`config.mk`:
```
export PLATFORM = sky130hd
export DESIGN_NAME = pixel_tap_line
export DESIGN_NICKNAME = d
export VERILOG_FILES = /design/src/rtl/pixel_tap_line_pkg.sv /design/src/rtl/pixel_tap_line_tap_stage.sv /design/src/rtl/pixel_tap_line.sv
export SDC_FILE = /design/constraint.sdc
export NUM_CORES = 1
export LEC_CHECK = 0
export CORE_MARGIN = 1.5
export CORE_UTILIZATION = 53
export CTS_BUF_LIST = sky130_fd_sc_hd__clkbuf_16
export DETAILED_ROUTE_END_ITERATION = 12
export GPL_ROUTABILITY_DRIVEN = 1
export MAX_ROUTING_LAYER = met4
export PLACE_DENSITY = 0.91
export SLEW_MARGIN = 10
export SYNTH_ARGS = -nofsm -noshare
export SYNTH_HDL_FRONTEND = slang
export SYNTH_SLANG_ARGS = --single-unit
```
`constraint.sdc`:
```
create_clock -name clk -period 2.4 [get_ports clk]
set_input_delay 0.36 -clock clk [delete_from_list [all_inputs] [get_ports clk]]
set_output_delay 0.36 -clock clk [all_outputs]
set_load 0.05 [all_outputs]
```
`src/rtl/pixel_tap_line_pkg.sv`:
```
// Shared defaults and width helpers for the pixel tap line.
package pixel_tap_line_pkg;

    localparam int unsigned DEF_DATA_W = 8;
    localparam int unsigned DEF_DEPTH  = 19;

    // Width of a 0-based tap index.
    function automatic int unsigned sel_width(input int unsigned depth);
        return 32'($clog2(depth));
    endfunction

    // Width of a counter that must reach depth itself.
    function automatic int unsigned cnt_width(input int unsigned depth);
        return 32'($clog2(depth + 1));
    endfunction

endpackage

```
`src/rtl/pixel_tap_line_tap_stage.sv`:
```
// One tap of the line: a pixel register plus its valid flag.
module tap_stage
    import pixel_tap_line_pkg::*;
#(
    parameter int unsigned DATA_W = DEF_DATA_W
) (
    input  logic              clk,
    input  logic              rst_n,
    input  logic              load,
    input  logic              flush,
    input  logic [DATA_W-1:0] d,
    input  logic              d_valid,
    output logic [DATA_W-1:0] q,
    output logic              q_valid
);

    // Load wins over flush so the head stage can take a pixel on a line start.
    always_ff @(posedge clk) begin
        if (!rst_n) begin
            q       <= '0;
            q_valid <= 1'b0;
        end else if (load) begin
            q       <= d;
            q_valid <= d_valid;
        end else if (flush) begin
            q       <= '0;
            q_valid <= 1'b0;
        end
    end

endmodule

```
`src/rtl/pixel_tap_line.sv`:
```
// Shift-register line of pixel taps with fill tracking and a registered tap selector.
module pixel_tap_line
    import pixel_tap_line_pkg::*;
#(
    parameter  int unsigned DATA_W = DEF_DATA_W,
    parameter  int unsigned DEPTH  = DEF_DEPTH,
    localparam int unsigned SEL_W  = sel_width(DEPTH),
    localparam int unsigned CNT_W  = cnt_width(DEPTH)
) (
    input  logic                    clk,
    input  logic                    rst_n,
    input  logic                    in_valid,
    input  logic [DATA_W-1:0]       in_data,
    input  logic                    clear,
    input  logic [SEL_W-1:0]        sel,
    output logic [DEPTH*DATA_W-1:0] taps,
    output logic [DEPTH-1:0]        tap_valid,
    output logic [CNT_W-1:0]        fill_cnt,
    output logic                    full,
    output logic [DATA_W-1:0]       sel_data,
    output logic                    sel_valid
);

    logic [DATA_W-1:0] tap_q [DEPTH];
    logic [DEPTH-1:0]  tap_v;

    // Head takes in_data even on clear; body stages only shift when not clearing.
    for (genvar k = 0; k < DEPTH; k++) begin : g_stage
        if (k == 0) begin : g_head
            tap_stage #(.DATA_W(DATA_W)) u_stage (
                .clk     (clk),
                .rst_n   (rst_n),
                .load    (in_valid),
                .flush   (clear),
                .d       (in_data),
                .d_valid (1'b1),
                .q       (tap_q[k]),
                .q_valid (tap_v[k])
            );
        end else begin : g_body
            tap_stage #(.DATA_W(DATA_W)) u_stage (
                .clk     (clk),
                .rst_n   (rst_n),
                .load    (in_valid & ~clear),
                .flush   (clear),
                .d       (tap_q[k-1]),
                .d_valid (tap_v[k-1]),
                .q       (tap_q[k]),
                .q_valid (tap_v[k])
            );
        end
        assign taps[k*DATA_W +: DATA_W] = tap_q[k];
    end

    assign tap_valid = tap_v;
    assign full      = (fill_cnt == CNT_W'(DEPTH));

    // Saturating count of valid taps; a clear with a pixel restarts at one.
    always_ff @(posedge clk) begin
        if (!rst_n) begin
            fill_cnt <= '0;
        end else if (clear) begin
            fill_cnt <= in_valid ? CNT_W'(1) : '0;
        end else if (in_valid && !full) begin
            fill_cnt <= fill_cnt + CNT_W'(1);
        end
    end

    // Registered tap selector; indices past the last tap read as empty.
    always_ff @(posedge clk) begin
        if (!rst_n) begin
            sel_data  <= '0;
            sel_valid <= 1'b0;
        end else if (CNT_W'(sel) < CNT_W'(DEPTH)) begin
            sel_data  <= tap_q[sel];
            sel_valid <= tap_v[sel];
        end else begin
            sel_data  <= '0;
            sel_valid <= 1'b0;
        end
    end

endmodule

```
# == After elaboration in Yosys (flattened, before gate mapping) ==
# Index checks and enable logic that the tools add are counted.
# totals
regBits,185
ram_bits,0
latch_bits,0
memories,0
mem_bits_ro,0
input_bits,17
output_inout_bits,186
elab_cells,103
# op_classes
bitwise_logic,3
n_eq_ne,1
n_shift,0
n_mux,48
magnitude_cmp,3
n_mul,0
reduce_logical,6
div,0
addsub,1
# ops
operator,count
$mux W8,22
$bmux W8 S5,1
$mux W1,22
$mux W5,2
$ge A6 B6 Y1 const B,1
$lt A5 B6 Y1 const B,1
$not A5 Y6,1
$reduce_bool A2 Y1,3
$add A5 B1 Y5 const B,1
$bmux W1 S5,1
$eq A5 B5 Y1 const B,1
$lt A5 B5 Y1 const B,1
$reduce_and A2 Y1,1
$and A1 B1 Y1,1
$logic_and A1 B1 Y1,1
$logic_not A1 Y1,1
$not A1 Y1,1

# == Depth between registers and ports, before layout ==
# Gate-level depths: netlist of run 1.
# depth
word_depth,5
depth_mapped,8
depth_no_buf,5

# == Cells and area by module ==
# A second synthesis of run 1 with hierarchy kept.
# hier_totals
cells_unflattened,924
hier_area_um2,9168.8
# modules_own_cells
module,cells_each,instances,seq_area_each_um2,area_each_um2
tap_stage,40,19,180.2,381.6
pixel_tap_line,164,1,280.3,1918.1

# == Worst setup path before layout of run 1 ==
# Ideal clock, no wire load.
# synth_path
path_kind,register -> register
from,reg fill_cnt[0]
to,reg fill_cnt[1]
n_path_buf,0
setup_time_ns,0.127
arrival_ns,1.784
path_stages_with_launch,6
path_slack_ns,0.489
period_less_slack_ns,1.911
required_ns,2.273
path_cell_list,dfxtp_1 -> ha_1 -> and4bb_2 -> nand2b_1 -> mux2i_1 -> nor2_1
# synth_between
elab_chain_len,4
elab_cells_between_ends,7
classes_between,add/sub (1); eq/ne (1); mux (2); reduce/logical (3)
# synth_lines
item,line,rtl
"start, declared",pixel_tap_line.sv:18,"output logic [CNT_W-1:0] fill_cnt,"
"start signal, assigned",pixel_tap_line.sv:63,fill_cnt <= in_valid ? CNT_W'(1) : '0;
"start signal, assigned",pixel_tap_line.sv:65,fill_cnt <= fill_cnt + CNT_W'(1);
$eq A5 B5 Y1,pixel_tap_line.sv:56,assign full = (fill_cnt == CNT_W'(DEPTH));
net full,pixel_tap_line.sv:19,"output logic full,"
$logic_not A1 Y1,pixel_tap_line.sv:64,end else if (in_valid && !full) begin
$logic_and A1 B1 Y1,pixel_tap_line.sv:64,
$reduce_bool A2 Y1 (no line),--,
# The timed path passes the listed nets, and every way through them passes these cells. The select of a mux whose other input is x is not followed.
# A chain may end at the register's enable or synchronous reset.

# == Final worst setup path of run 1 ==
# layout_path
from,reg fill_cnt[0]
to,out full
# layout_between
elab_chain_len,1
# layout_lines
item,line
$eq A5 B5 Y1,pixel_tap_line.sv:56
"end, declared",pixel_tap_line.sv:19
# No other way between the ends.

==> metrics.log, run 1 <==
[metrics] clock sink count: 185
[metrics] slew margin rel.: 24.8%
[metrics] worst path required time: 2040 ps
[metrics] Max VDD drop: 0.000525 V
[metrics] fraction of synthesized cell area in xor and xnor cells: 0.225%
[metrics] fin util: 71.9%
[metrics] drt wl/cell: 20.0 um
[metrics] most frequent standard cell in the layout excluding fill and tap cells: sky130_fd_sc_hd__clkdlybuf4s50_1
[metrics] clock input transition at the sequential cells of the worst setup and hold paths: 60 ps
[metrics] maximum number of pins on one net before global-route repair: 82
[metrics] most area-hungry cell type in the Yosys netlist: sky130_fd_sc_hd__dfxtp_1
[metrics] class of the tightest hold or removal check: in2reg
[metrics] vias in the first global route: 5,884
[metrics] cell with the largest stage delay on the worst path: sky130_fd_sc_hd__dlygate4sd2_1
[metrics] adder-cell share of the synthesized area: 0.161%
[metrics] largest fanout on the critical path: 5
[metrics] Synth Area in Simple Gates: 7.61%
[metrics] Initial Util: 54.0%
[metrics] Skew-Pair Late Insertion Delay: 430 ps
[metrics] final setup violation count: 0
[metrics] postcts setup bufs: 0
[metrics] launching element type of the critical path: register
[metrics] number of DRC violations after detailed routing: 0
[metrics] Leak: 4.10 nW
[metrics] most used cells in the layout excluding fill and tap cells: sky130_fd_sc_hd__clkdlybuf4s50_1 (198), sky130_fd_sc_hd__dfxtp_1 (185), sky130_fd_sc_hd__mux2i_1 (133), sky130_fd_sc_hd__nor2_1 (114), sky130_fd_sc_hd__a22o_1 (61)
[metrics] core region area: 14,400 um2
[metrics] longest individual stage delay on the worst path: 540 ps
[metrics] cell area after synthesis: 7790 um2
[metrics] via-per-instance ratio: 5.85
[metrics] setup repair after global routing missed its margin: no
[metrics] number of rows in the core area: 44
[metrics] Multi-input gate area: 3650 um2
[metrics] number of instances in the synthesized netlist: 681
[metrics] sequential element share of the synthesized area: 47.5%
[metrics] worst slack at placement: 22.5 ps
[metrics] TritonCTS clock tree: done
[metrics] share of synthesized registers carrying an async set or reset: 0%
[metrics] number of I/O port buffers: 202
[metrics] cell types occupying the most area after synthesis: sky130_fd_sc_hd__dfxtp_1 (48%), sky130_fd_sc_hd__mux2i_1 (17%), sky130_fd_sc_hd__a22o_1 (6.9%), sky130_fd_sc_hd__mux4_1 (5.7%), sky130_fd_sc_hd__nor2_1 (5.5%)
[metrics] family with the most delay on the worst path: buffers and inverters
[metrics] Crit Path Category: reg2out
[metrics] Synth warnings: 0
[metrics] total inserted antenna cells: 0
[metrics] period utilization: 93.0%
[metrics] CTS Buf Count: 17
[metrics] dominant combinational cell family by area after synthesis: multiplexers
[metrics] top achievable clock speed: 448 MHz
[metrics] clock buffer depth: 2
[metrics] overall power: 6.20 mW
[metrics] Placer Congestion: 0.799
[metrics] die extent in x: 124 um
[metrics] number of levels the H-tree was split into: 4
[metrics] count of nets after finishing: 871
[metrics] fraction of layout cells with a size suffix above 1: 9.02%
[metrics] Arr. time, crit path: 1870 ps
[metrics] Die Ht: 124 um
[metrics] worst clock skew: 10.1 ps
[metrics] status: completed
[metrics] number of storage elements in the synthesis netlist: 185
[metrics] IO Pins: 203
[metrics] global-route wire length before repair: 32.8 mm
[metrics] total global routing overflow: 0
[metrics] Detailed Route Iter0 Violations: 427
[metrics] number of pins exceeding their max-slew limit in the final report: 0
[metrics] total wire length: 21.0 mm
[metrics] mux contribution to synthesized area: 27.6%
[metrics] Syn-to-layout area delta: 33.0%
[metrics] buffers and inverters on the worst path: 1
[metrics] primary flip-flop cell chosen by synthesis mapping: sky130_fd_sc_hd__dfxtp_1
[metrics] number of enable flip-flop cells after synthesis: 0
[metrics] Pwr Density: 598 nW/um2
[metrics] initial antenna violation count: 0
[metrics] Avg Synthesized Cell Area: 11.4 um2
[metrics] minimum setup slack in the final design: 169 ps
[metrics] HPWL after detailed placement: 14.2 mm
[metrics] transition time of the tightest slew-check pin: 1120 ps
[metrics] final hold violations: 0
[metrics] sequential cell area: 3700 um2
[metrics] via count: 6,137
[metrics] final critical path time including I/O delays and setup: 2230 ps
[metrics] Distinct cells, synth: 39
[metrics] fraction of the mapped netlist area in compound gates: 11.0%
[metrics] drt first pass iters: 6
[metrics] post-detailed-route count of antenna-violating nets: 0
[metrics] overall die area: 15,400 um2
[metrics] nature of the critical path endpoint: output port
[metrics] final setup TNS: 0 ps
[metrics] share of Yosys cell area claimed by the top area cell type: 47.5%
[metrics] syn_nets: 699
[metrics] worst hold margin: 311 ps
[metrics] max-cap violations: 0
[metrics] fillers: 990
[metrics] clock root buffer master: sky130_fd_sc_hd__clkbuf_16
[metrics] GR Util All Layers: 27.6%
[metrics] cells along the critical path: ha_1 > and4bb_2 > dlygate4sd2_1
[per-layer routing]
| metal | vias to the layer above | global-route usage [%] | wire (um) |
|---|---|---|---|
| met4 | 0 | 9.06 | 428 |
| met2 | 261 | 42.3 | 9950 |
| met1 | 3027 | 35.8 | 8930 |
| met5 | - | - | 0 |
| li1 | 2816 | - | - |
| met3 | 33 | 7.26 | 1700 |
[cells in the mapped netlist, drive strengths merged, types with 4 or more instances]
cell,n
clkbuf,22
mux4,31
o2bb2ai,9
mux2,5
a221oi,5
a21oi,14
dfxtp,185
nor2,115
buf,51
o221ai,4
nand2b,4
or2,4
mux2i,133
nand2,7
a22o,61
o21ai,11
[flip-flops by register name, summed over array words and instances, names as in the netlist]
register	cells
sel_valid	1
fill_cnt	5
g_stage.g_head.u_stage.q_valid	1
sel_data	8
g_stage.g_body.u_stage.q_valid	18
g_stage.g_head.u_stage.q	8
g_stage.g_body.u_stage.q	144
[worst min-delay path, stage by stage]
cell and delay [ps]:
sky130_fd_sc_hd__buf_6 160, sky130_fd_sc_hd__o21ai_0 80, sky130_fd_sc_hd__a21boi_0 80
[power by group]
group          internal [mW]  switching (mW)  leakage (nW)
clock network           1.50            1.14         0.286
registers               3.09          0.0179          1.49
logic                  0.179           0.277          2.32
total                   4.76            1.44          4.10
[layout make-up]
| class | instances | share of cell area [%] |
|---|---|---|
| Inverter | 1 | 0.0362 |
| Clock inverter | 14 | 1.13 |
| Clock buffer | 17 | 4.10 |
| Sequential cell | 185 | 35.7 |
| Multi-Input combinational cell | 422 | 35.3 |
| Tap cell | 184 | 2.22 |
| Timing Repair Buffer | 226 | 21.5 |
[worst paths after layout]
kind	slack [ps]	depth (start not counted)	endpoint	startpoint
setup reg to reg	730	4	sel_data[0]$_SDFF_PN0_	g_stage[0].g_head.u_stage.q[0]$_SDFFE_PN0P_
hold / removal	310	3	fill_cnt[0]$_SDFFE_PN0P_	in_valid
hold reg to reg	510	2	g_stage[0].g_head.u_stage.q_valid$_SDFFE_PN0P_	g_stage[0].g_head.u_stage.q_valid$_SDFFE_PN0P_
setup / recovery	170	3	full	fill_cnt[0]$_SDFFE_PN0P_
[cell families (layout without fill, tap and decap cells)]
kind of cell / count (synthesis) / count (layout)
DFF: 185 / 185
xor gates and xnor gates: 2 / 2
AOI/OAI and AO/OA: 108 / 108
and+or+nand+nor: 142 / 142
adders and majority gates: 1 / 1
buffers and inverters: 74 / 258
muxes: 169 / 169
[stage by stage]
step	instance area, um2	std cells
floorplan	7790	681
global placement	9820	1018
detailed placement	9820	1018
CTS	10400	1049
global route	10400	1049
finish	10400	1049
[what timing repair did]
action	in CTS	in global routing
endpoints found under the setup margin	1	0
hold buffers	0	0
gates resized for setup	1	0
Power figures use the tool's default switching activity.
==> inputs of run 2 (changes only) <==
Settings changed: CORE_UTILIZATION 53 to 44, PLACE_DENSITY 0.91 to 0.81.
Clock period 2.4 ns to 1.9 ns, I/O delays scaled along.
==> metrics.log, run 2 (synthesized netlist as in run 1, its figures left out) <==
[metrics] status: completed
[metrics] initial antenna violation count: 0
[metrics] drt first pass iters: 5
[metrics] total wire length: 21.3 mm
[metrics] fillers: 1,512
[metrics] met3 Track Usage GR: 5.82%
[metrics] top achievable clock speed: 536 MHz
[metrics] final setup violation count: 0
[metrics] number of DRC violations after detailed routing: 0
[metrics] count of nets after finishing: 877
[metrics] final hold violations: 0
[metrics] total inserted antenna cells: 0
[metrics] max-cap violations: 0
[metrics] largest registers: g_stage.g_body.u_stage.q (144), g_stage.g_body.u_stage.q_valid (18)
[metrics] Skew-Pair Late Insertion Delay: 430 ps
[metrics] die extent in x: 136 um
[metrics] TritonCTS clock tree: done
[metrics] largest register by flop count: g_stage.g_body.u_stage.q
[metrics] IO Pins: 203
[metrics] overall die area: 18,500 um2
[metrics] Max VDD drop: 0.000660 V
[metrics] nature of the critical path endpoint: output port
[metrics] postcts setup bufs: 0
[metrics] via count: 6,136
[metrics] cell with the largest stage delay on the worst path: sky130_fd_sc_hd__clkdlybuf4s50_1
[metrics] placed insts: 1,065
[metrics] met1 capacity usage during global routing: 29.4%
[metrics] most frequent standard cell in the layout excluding fill and tap cells: sky130_fd_sc_hd__dfxtp_1
[metrics] fraction of layout cells with a size suffix above 1: 14.8%
[metrics] Syn-to-layout area delta: 31.9%
[metrics] final instance count without filler cells: 1,097
[metrics] CTS Buf Count: 17
[metrics] launching element type of the critical path: register
[metrics] post-detailed-route count of antenna-violating nets: 0
[metrics] setup repair after global routing missed its margin: no
[metrics] Initial Util: 45.1%
[metrics] class of the tightest hold or removal check: in2reg
[metrics] global-route wire length before repair: 32.4 mm
[metrics] most used cells in the layout excluding fill and tap cells: sky130_fd_sc_hd__dfxtp_1 (184), sky130_fd_sc_hd__dlygate4sd2_1 (140), sky130_fd_sc_hd__mux2i_1 (133), sky130_fd_sc_hd__nor2_1 (114), sky130_fd_sc_hd__buf_4 (62)
[metrics] Die Ht: 136 um
[metrics] buffers and inverters on the worst path: 1
[metrics] worst path required time: 1620 ps
[metrics] worst clock skew: 9.18 ps
[metrics] number of pins exceeding their max-slew limit in the final report: 0
[metrics] number of flip-flops in the largest register: 144
[metrics] routing layer with the top usage in global route: met2
[metrics] Pwr Density: 760 nW/um2
[metrics] via-per-instance ratio: 5.59
[metrics] period utilization: 98.3%
[metrics] number of I/O port buffers: 202
[metrics] number of rows in the core area: 48
[metrics] total global routing overflow: 0
[metrics] Arr. time, crit path: 1580 ps
[metrics] clock input transition at the sequential cells of the worst setup and hold paths: 60 ps
[metrics] transition time of the tightest slew-check pin: 651 ps
[metrics] Crit Path Category: reg2out
[metrics] HPWL after detailed placement: 15.3 mm
[metrics] Leak: 4.95 nW
[metrics] clock sink count: 185
[metrics] slew margin rel.: 56.5%
[metrics] Detailed Route Iter0 Violations: 291
[metrics] longest individual stage delay on the worst path: 810 ps
[metrics] final critical path time including I/O delays and setup: 1870 ps
[metrics] vias in the first global route: 5,748
[metrics] family with the most delay on the worst path: buffers and inverters
[metrics] cells along the critical path: clkdlybuf4s50_1
[metrics] GR Util All Layers: 23.7%
[metrics] clock buffer depth: 2
[metrics] largest fanout on the critical path: 1
[metrics] worst setup slack for register-to-register paths: 360 ps
[metrics] drt wl/cell: 19.4 um
[metrics] Placer Congestion: 0.820
[metrics] core region area: 17,300 um2
[metrics] maximum number of pins on one net before global-route repair: 83
[metrics] worst hold margin: 262 ps
[metrics] global-route track usage on met2: 36.4%
[metrics] clock root buffer master: sky130_fd_sc_hd__clkbuf_16
[metrics] number of levels the H-tree was split into: 4
run 2: where the power goes:
group	internal (mW)	leakage (nW)	total [mW]	switching, mW
combinational	0.230	3.19	0.576	0.346
clock	1.80	0.267	3.31	1.51
sequential	3.90	1.49	3.92	0.0230
run 2: worst paths after layout:
kind,start,cells after the start,end
worst max-delay path,sel_data[6]$_SDFF_PN0_,1,sel_data[6]
worst min-delay path,in_valid,3,g_stage[9].g_body.u_stage.q_valid$_SDFFE_PN0P_
worst max register to register,g_stage[4].g_body.u_stage.q[0]$_SDFFE_PN0P_,4,sel_data[0]$_SDFF_PN0_
worst min register to register,g_stage[18].g_body.u_stage.q[0]$_SDFFE_PN0P_,1,g_stage[18].g_body.u_stage.q[0]$_SDFFE_PN0P_
run 2: per-stage QoR:
step                      worst slack, ps  setup TNS (ps)  cell area [um2]  utilization (%)  total power [mW]
after floorplan                     0.797               0             7790                -              4.41
after global placement               -180           -1100             9900             57.2              4.59
after detailed placement             -230           -1570             9900             57.2              4.60
after CTS                          0.0409               0            10300             59.4              7.87
after global routing                 4.29               0            10300             59.4              8.07
final                                32.8               0            10300             59.4              7.81
run 2: routing by layer:
layer	part of all wire [%]	wire, um	up-vias
met5	0	0	-
met2	47	10100	234
met1	42	9030	3024
met4	2.7	582	0
met3	7.4	1580	33
li1	-	-	2845
run 2: what timing repair did:
action                     CTS  global route
setup endpoints to repair  140             4
hold endpoints to repair     0             0
resized for setup          140             4
hold buffers                 0             0
run 2: cell type report:
class	count	area [um2]	share of cell area (%)
flip-flops and latches	185	3700	36.0
repair buffers	232	2090	20.3
well taps	225	282	2.74
clock buffers	17	425	4.14
multi-input cells	422	3650	35.5
inverters	1	3.75	0.0365
clock inverters	15	124	1.20
==> inputs of run 3 (changes only) <==
Settings changed: CORE_ASPECT_RATIO set to 0.6.
==> metrics.log, run 3 (synthesized netlist as in run 1, its figures left out) <==
[metrics] clock sink count: 185
[metrics] Multi-input gate area: 3660 um2
[metrics] TritonCTS clock tree: done
[metrics] final hold violations: 0
[metrics] Comb power frac: 7.4%
[metrics] max-cap violations: 0
[metrics] setup repair after global routing missed its margin: no
[metrics] final instance area: 10,400 um2
[metrics] via count: 6,092
[metrics] overall die area: 18,500 um2
[metrics] placed insts: 1,082
[metrics] post-place instance area: 9980 um2
[metrics] switching power as a share of total power: 25.3%
[metrics] period utilization: 97.8%
[metrics] NetSw: 2.03 mW
[metrics] initial antenna violation count: 1
[metrics] Initial Util: 45.3%
[metrics] number of pins exceeding their max-slew limit in the final report: 0
[metrics] fraction of layout cells with a size suffix above 1: 15.8%
[metrics] maximum number of pins on one net before global-route repair: 115
[metrics] met1 capacity usage during global routing: 35.0%
[metrics] total wire length: 22.2 mm
[metrics] final setup violation count: 0
[metrics] final setup TNS: 0 ps
[metrics] GR Util All Layers: 24.5%
[metrics] worst slack at placement: -248 ps
[metrics] sequential cell area: 3700 um2
[metrics] CTS Buf Count: 17
[metrics] nature of the critical path endpoint: output port
[metrics] Crit Path Category: reg2out
[metrics] Leak: 5.04 nW
[metrics] clock buffer depth: 2
[metrics] count of nets after finishing: 885
[metrics] IO Pins: 203
[metrics] most frequent standard cell in the layout excluding fill and tap cells: sky130_fd_sc_hd__dfxtp_1
[metrics] launching element type of the critical path: register
[metrics] largest fanout on the critical path: 2
[metrics] worst path required time: 1620 ps
[metrics] clock input transition at the sequential cells of the worst setup and hold paths: 80 ps
[metrics] most used cells in the layout excluding fill and tap cells: sky130_fd_sc_hd__dfxtp_1 (184), sky130_fd_sc_hd__dlygate4sd2_1 (138), sky130_fd_sc_hd__mux2i_1 (133), sky130_fd_sc_hd__nor2_1 (114), sky130_fd_sc_hd__buf_4 (66)
[metrics] final instance count without filler cells: 1,115
[metrics] longest individual stage delay on the worst path: 800 ps
[metrics] cell with the largest stage delay on the worst path: sky130_fd_sc_hd__clkdlybuf4s50_1
[metrics] number of flip-flops in the largest register: 144
[metrics] vias in the first global route: 5,672
[metrics] drt wl/cell: 19.9 um
[metrics] Skew-Pair Late Insertion Delay: 430 ps
[metrics] number of DRC violations after detailed routing: 0
[metrics] Pwr Density: 771 nW/um2
[metrics] Flop pwr share: 48.8%
[metrics] class of the tightest hold or removal check: in2reg
[metrics] global-route wire length before repair: 33.9 mm
[metrics] die extent in x: 175 um
[metrics] post-detailed-route count of antenna-violating nets: 0
[metrics] cells along the critical path: clkdlybuf4s50_1
[metrics] Syn-to-layout area delta: 33.7%
[metrics] met3 Track Usage GR: 6.65%
[metrics] Arr. time, crit path: 1570 ps
[metrics] worst clock skew: 12.4 ps
[metrics] final critical path time including I/O delays and setup: 1860 ps
[metrics] postcts setup bufs: 0
[metrics] buffers and inverters on the worst path: 1
[metrics] transition time of the tightest slew-check pin: 555 ps
[metrics] family with the most delay on the worst path: buffers and inverters
[metrics] Max VDD drop: 0.000637 V
[metrics] global-route track usage on met2: 34.8%
[metrics] Placer Congestion: 0.844
[metrics] largest registers: g_stage.g_body.u_stage.q (144), g_stage.g_body.u_stage.q_valid (18)
[metrics] Detailed Route Iter0 Violations: 376
[metrics] top achievable clock speed: 538 MHz
[metrics] Die Ht: 106 um
[metrics] status: completed
[metrics] HPWL after detailed placement: 15.6 mm
[metrics] Pint: 6.00 mW
[metrics] slew margin rel.: 62.9%
[metrics] number of I/O port buffers: 202
[metrics] overall power: 8.03 mW
[metrics] minimum setup slack in the final design: 41.7 ps
[metrics] fillers: 1,481
[metrics] number of levels the H-tree was split into: 4
[metrics] clock root buffer master: sky130_fd_sc_hd__clkbuf_16
[metrics] total global routing overflow: 0
[metrics] number of rows in the core area: 37
[metrics] share of total power in the clock network: 43.8%
[metrics] routing layer with the top usage in global route: met1
[metrics] via-per-instance ratio: 5.46
[metrics] largest register by flop count: g_stage.g_body.u_stage.q
[metrics] drt first pass iters: 8
[metrics] core region area: 17,200 um2
==> run 3: power by group through the flow <==
| stage | registers [mW] | logic, mW | clock network (mW) |
|---|---|---|---|
| final | 3.92 | 0.594 | 3.52 |
| after global routing | 3.92 | 0.625 | 3.73 |
| after CTS | 3.92 | 0.594 | 3.57 |
| after detailed placement | 4.01 | 0.601 | 0 |
| after global placement | 4.01 | 0.594 | 0 |
| after floorplan | 4.07 | 0.342 | 0 |
==> run 3: path summary, 6_finish.rpt <==
check | cells after the start | to | slack (ps) | from
hold reg to reg | 1 | g_stage[18].g_body.u_stage.q[1]$_SDFFE_PN0P_ | 510 | g_stage[18].g_body.u_stage.q[1]$_SDFFE_PN0P_
setup reg to reg | 4 | sel_valid$_SDFF_PN0_ | 360 | g_stage[3].g_body.u_stage.q_valid$_SDFFE_PN0P_
hold / removal | 3 | g_stage[12].g_body.u_stage.q[0]$_SDFFE_PN0P_ | 160 | in_valid
setup / recovery | 1 | taps[132] | 40 | g_stage[16].g_body.u_stage.q[4]$_SDFFE_PN0P_
==> run 3: what timing repair did <==
item / 4_1_cts / 5_1_grt
cloned: 0 / 0
gates resized for setup: 138 / 7
setup endpoints to repair: 138 / 7
hold endpoints to repair: 0 / 0
hold buffers: 0 / 0
==> run 3: layer usage <==
layer	share of wire, %	up-vias
met1	48	2978
met4	0.73	0
met5	0	-
li1	-	2845
met2	43	250
met3	8.0	19
==> run 3: final cells by class <==
class | instances | share of cell area (%)
Antenna cell | 1 | 0.0240
Clock buffer | 17 | 4.08
Clock inverter | 15 | 1.51
Inverter | 1 | 0.0360
Multi-Input combinational cell | 422 | 35.1
Sequential cell | 185 | 35.6
Tap cell | 234 | 2.81
Timing Repair Buffer | 240 | 20.8
==> run 3: stage by stage <==
step	hold WS (ps)	utilization, %
after floorplan	418	-
after global placement	488	58.0
after detailed placement	495	58.0
after CTS	155	60.4
after global routing	167	60.5
final	163	60.5
